### src/rtl/fetch_queue.sv
`default_nettype none
// ============================================================================
// Module   : fetch_queue
// Purpose  : Instruction fetch stage. Holds the fetch PC, reads the
//            instruction memory combinationally, and buffers fetched words
//            in a 2-entry FIFO of {instr, pc} that feeds the decode stage.
//            A taken branch/jump (redirect) flushes the FIFO and reloads
//            the fetch PC.
//
// Ports    : clk          - sole clock, rising edge
//            rst_n        - asynchronous active-low reset
//            imem_addr    - fetch address to instruction memory
//            imem_rd      - instruction word returned for imem_addr
//            redirect     - branch/jump taken, replaces the fetch PC
//            redirect_pc  - redirect target address
//            id_ready     - decode accepts the head entry this cycle
//            id_valid     - head entry present
//            id_instr     - head instruction word
//            id_pc        - head instruction address
//            id_pc_plus4  - head instruction address + 4
//            fetch_fault  - misaligned redirect target detected
//
// Config   : FETCH_MISALIGN_TRAP_EN - when defined, a misaligned redirect
//            target raises fetch_fault and halts fetching until an aligned
//            redirect arrives. When undefined, the target is force-aligned
//            and fetch_fault is tied low.
//
// Revision : 1.0 - initial release
// ============================================================================
module fetch_queue #(
    parameter logic [31:0] RESET_PC = 32'h0000_0000
) (
    input  logic        clk,
    input  logic        rst_n,
    output logic [31:0] imem_addr,
    input  logic [31:0] imem_rd,
    input  logic        redirect,
    input  logic [31:0] redirect_pc,
    input  logic        id_ready,
    output logic        id_valid,
    output logic [31:0] id_instr,
    output logic [31:0] id_pc,
    output logic [31:0] id_pc_plus4,
    output logic        fetch_fault
);

    // ------------------------------------------------------------------
    // State
    // ------------------------------------------------------------------
    logic [31:0] r_fetch_pc;
    logic [1:0]  r_count;       // 0..2 entries
    logic        r_wr_ptr;
    logic        r_rd_ptr;
    logic [31:0] r_instr [2];
    logic [31:0] r_pc    [2];

    logic        w_pop;
    logic        w_push;
    logic        w_halted;
    logic [31:0] w_redirect_target;

    // Low two bits are cleared in both build variants; in the trapping
    // variant they only matter for fault detection because fetch is halted
    // until a good target arrives.
    assign w_redirect_target = redirect_pc & 32'hFFFF_FFFC;

`ifdef FETCH_MISALIGN_TRAP_EN
    // The fault flag and the halted state are set and cleared by exactly the
    // same events, so one register serves as both.
    logic r_halted;
    logic w_misaligned;

    assign w_misaligned = (redirect_pc[1:0] != 2'b00);

    always_ff @(posedge clk or negedge rst_n) begin
        if (!rst_n) begin
            r_halted <= 1'b0;
        end else if (redirect) begin
            r_halted <= w_misaligned;
        end
    end

    assign w_halted    = r_halted;
    assign fetch_fault = r_halted;
`else
    assign w_halted    = 1'b0;
    assign fetch_fault = 1'b0;
`endif

    // ------------------------------------------------------------------
    // Handshake
    // ------------------------------------------------------------------
    assign id_valid = (r_count != 2'd0);
    assign w_pop    = id_valid & id_ready;
    // A full queue can still accept a new word when the head leaves in the
    // same cycle, which keeps one instruction per cycle flowing.
    assign w_push   = ~redirect & ~w_halted & ((r_count < 2'd2) | w_pop);

    assign imem_addr = r_fetch_pc;

    // ------------------------------------------------------------------
    // Fetch PC, pointers and occupancy
    // ------------------------------------------------------------------
    always_ff @(posedge clk or negedge rst_n) begin
        if (!rst_n) begin
            r_fetch_pc <= RESET_PC;
            r_count    <= 2'd0;
            r_wr_ptr   <= 1'b0;
            r_rd_ptr   <= 1'b0;
        end else if (redirect) begin
            // Flush: any pop in this cycle is discarded along with the rest.
            r_fetch_pc <= w_redirect_target;
            r_count    <= 2'd0;
            r_wr_ptr   <= 1'b0;
            r_rd_ptr   <= 1'b0;
        end else begin
            if (w_push) begin
                r_fetch_pc <= r_fetch_pc + 32'd4;  // wraps silently
                r_wr_ptr   <= ~r_wr_ptr;
            end
            if (w_pop) begin
                r_rd_ptr <= ~r_rd_ptr;
            end
            case ({w_push, w_pop})
                2'b10:   r_count <= r_count + 2'd1;
                2'b01:   r_count <= r_count - 2'd1;
                default: r_count <= r_count;
            endcase
        end
    end

    // ------------------------------------------------------------------
    // Entry storage (no reset needed: contents are qualified by r_count)
    // ------------------------------------------------------------------
    always_ff @(posedge clk) begin
        if (w_push) begin
            r_instr[r_wr_ptr] <= imem_rd;
            r_pc[r_wr_ptr]    <= r_fetch_pc;
        end
    end

    assign id_instr    = r_instr[r_rd_ptr];
    assign id_pc       = r_pc[r_rd_ptr];
    // Derived from the stored PC so it stays tied to the head entry even
    // after the fetch PC has moved on or been redirected.
    assign id_pc_plus4 = r_pc[r_rd_ptr] + 32'd4;

endmodule
`default_nettype wire

### config.mk
export PLATFORM = sky130hd
export DESIGN_NAME = fetch_queue
export DESIGN_NICKNAME = d
export VERILOG_FILES = /design/src/rtl/fetch_queue.sv
export SDC_FILE = /design/constraint.sdc
export NUM_CORES = 1
export LEC_CHECK = 0
export BUFFER_PORTS_ARGS = -buffer_cell sky130_fd_sc_hd__buf_2
export CAP_MARGIN = 20
export CORE_MARGIN = 3
export CORE_UTILIZATION = 53
export CTS_BUF_LIST = sky130_fd_sc_hd__clkbuf_16
export CTS_CLUSTER_SIZE = 8
export DETAILED_ROUTE_END_ITERATION = 7
export GPL_TIMING_DRIVEN = 0
export PLACE_DENSITY = 0.81
export SYNTH_ARGS = -nofsm -noshare
export SYNTH_HDL_FRONTEND = slang
export SYNTH_SLANG_ARGS = --single-unit
### constraint.sdc
create_clock -name clk -period 7.1 [get_ports clk]
set_input_delay 0.71 -clock clk [delete_from_list [all_inputs] [get_ports clk]]
set_output_delay 0.71 -clock clk [all_outputs]
set_load 0.01 [all_outputs]
==> impl_metrics.tcl <==
set metrics [dict create \
    outcome "complete, no violations" \
    worst_path_most_repeated_cell "buf_2" \
    htreeDepth 4 \
    routed_wl_mm 16.4 \
    die-width_um 122 \
    antenna_found_initial 0 \
    cp_slowest_stage_delay_ps 430 \
    diodes 0 \
    cts_setup_buffers 0 \
    dr.pass1.iters 5 \
    total_power_mw 2.49 \
    synth_mux_area_frac 0.100 \
    die_area_sq_um 14900 \
    drive_gt1_frac 0.413 \
    whs_ps 375 \
    drtIter0Drc 317 \
    grt_max_degree 35 \
    async_flop_share 0.215 \
    clock_path_buffers 2 \
    synthSimpleGateAreaFrac 0.117 \
    syn_avg_cell_area_sq_um 13.9 \
    ys_types 47 \
    multi_input_area_sq_um 2380 \
    io_pins 198 \
    ys.warnings.count 0 \
    overflow 0 \
    drcViolationCount 0 \
    crit_fanout 10 \
    drv_cap 0 \
    critPathArrivalTime_ps 3520 \
    row_count 41 \
    start_kind "flop" \
    synth_ff_type "edfxtp_1" \
    synth_top_family_by_area "simple AND/OR/NAND/NOR gates" \
    drt.antenna.violating_nets 0 \
    grt_pass1_vias 4960 \
    chipHeight_um 122 \
    tightest_slew_ps 930 \
    clk_latency_ps 410 \
    synth_edf_count 124 \
    p_leak_nw 3.67 \
    timing.rr.start "r_count[1]" \
    fin_crit_sh 0.596 \
    grt_use_total 0.221 \
    critical_path_class "reg2out" \
    numClockSinks 158 \
    viasPerCell 5.37 \
    gp_congestion 0.904 \
    hpwl_mm 12.4 \
    p_per_area_nw_per_um2 274 \
    rsz0062_at_grt "false" \
    hold_viol_final 0 \
    maxSlewHeadroom 0.377 \
    finalMaxSlewViolations 0 \
    nets 808 \
    post_drt_wl_per_cell_um 17.8 \
    startpoint "r_rd_ptr" \
    synth.yosys.seq_area_share 0.639 \
    synth-seq-cells 158 \
    required_ps 6390 \
    start_util 0.553 \
    fill_cells 927 \
    clk_pin_slew_ps 60 \
    max_freq_ghz 0.236 \
    timing.critical_path.buf_inv 6 \
    cts_buffers 17 \
    worstPathCellList "buf_6 > buf_6 > buf_2 > buf_2 > mux2_2 > ha_1 > and4_1 > buf_2 > nor4b_2 > xnor2_1 > buf_2" \
    holdCritPathClass "in2async" \
    grt_pass1_wl_mm 24.9 \
    synth-adder-area-share 0.00350 \
    cts_tree "yes" \
    fin_tns_setup_ps 0 \
    netlist_instances 516 \
    synth_xor_area_frac 0.0710 \
    hold_buffers 0 \
    vdd_drop_max_uv 159 \
    period_needed_ps 4230 \
    crit_path_top_delay_cell "dfrtp_1" \
    setup_viol 0 \
    synth_compound_area_frac 0.0357 \
    cts-root-buf "clkbuf_16" \
    crit_path_end_kind "primary output" \
    clock_skew_ps 8.48 \
    regArea_sq_um 4570 \
    portBuffers 187 \
    syn_area_sq_um 7150 \
    cts.repair.resized 0 \
    critPathTopFamily "buffers and inverters" \
    fp.coreArea_sq_um 12900 \
    syn2layout_area_growth_pct 26.9 \
    num_vias 4953 \
]
state kept, by name (all words and copies together) (netlist names):
register   flops
r_wr_ptr       1
r_count        2
r_rd_ptr       1
r_pc          60
r_instr       64
imem_addr     30
through the flow:
stage / area, sq um / util / worst slack [ps] / cells
after floorplan: 7180 / - / 856 / 522
after global routing: 9080 / 0.702 / 2710 / 923
after detailed placement: 8450 / 0.653 / 3300 / 891
after global placement: 8330 / 0.644 / -1490 / 881
final: 9080 / 0.702 / 2870 / 923
after CTS: 9080 / 0.702 / 2850 / 923
cells in the final DEF, fill, tap and decap left out, types with 2 or more instances in the layout:
master      Yosys  final
and2_1          3      3
and4_1          4      4
nor4_1         10     10
o21ai_0        31     31
clkbuf_1       10     10
a21oi_1         2      2
clkinvlp_4      0      3
nor2b_1         2      2
and3_1          6      6
buf_6           3     12
nand3_1        24     24
ha_1            2      2
mux2i_1        12     12
clkbuf_16       0     17
inv_1          14     18
nand3b_1        3      3
nand2_1        53     53
nor2_1          5      5
buf_2          10    197
mux2_2         53     53
xor2_1         24     24
nand4b_1        4      4
conb_1          1      7
edfxtp_1      124    124
xnor2_1        34     34
a22oi_1         3      3
dfrtp_1        34     34
nor3_1          7      6
bufinv_16       0      5
buf_4           8      9
nand4_1        11     11
report_power, final:
group	leakage [nW]	internal (mW)	switching, mW
logic	1.77	0.176	0.223
registers	1.58	1.08	0.0536
clock network	0.312	0.616	0.336
cell type report:
| class | instances | area share |
|---|---|---|
| flip-flops and latches | 158 | 0.504 |
| multi-input cells | 319 | 0.262 |
| repair buffers | 197 | 0.115 |
| clock buffers | 17 | 0.0469 |
| well taps | 172 | 0.0237 |
| clock inverters | 15 | 0.0226 |
| plain buffers | 31 | 0.0200 |
| inverters | 14 | 0.00579 |
cells in the mapped netlist, types with 8 or more instances:
master,instances,share of area
mux2_2,53,0.083
mux2i_1,12,0.017
nand2_1,53,0.028
nand4_1,11,0.0096
nand3_1,24,0.017
o21ai_0,31,0.022
xor2_1,24,0.029
buf_4,8,0.0084
clkbuf_1,10,0.0052
edfxtp_1,124,0.52
buf_2,10,0.0070
inv_1,14,0.0073
dfrtp_1,34,0.12
nor4_1,10,0.0087
xnor2_1,34,0.042
kinds of logic after synthesis:
logic type                 after synthesis
adders and majority gates                2
AOI/OAI and AO/OA                       42
muxes                                   65
xor gates and xnor gates                58
buffers and inverters                   45
and+or+nand+nor                        145
DFF                                    158
other                                    1
worst reg2reg max path, stage by stage (launching register included):
cell	delay, ps
dfrtp_1	410
nor2b_1	170
nor3b_2	750
buf_6	280
buf_6	160
buf_6	170
worst paths after layout:
path / endpoint / cells past startpoint / slack, ps
worst min register to register: r_count[0] / 2 / 550
worst min-delay path: imem_addr[27] / 1 / 380
worst max-delay path: id_pc_plus4[28] / 11 / 2870
min in group clk: r_instr[1][4] / 1 / 490
max in group asynchronous: imem_addr[10] / 1 / 6220
worst max register to register: r_pc[1][13] / 5 / 4860
per-layer routing:
| metal | wire, um | track usage | up-vias |
|---|---|---|---|
| li1 | - | - | 2334 |
| met1 | 6900 | 0.289 | 2385 |
| met2 | 7990 | 0.367 | 215 |
| met3 | 1310 | 0.0487 | 19 |
| met4 | 235 | 0.0805 | 0 |
| met5 | 0 | 0 | - |
No activity file was read; power rests on OpenSTA's default activity.
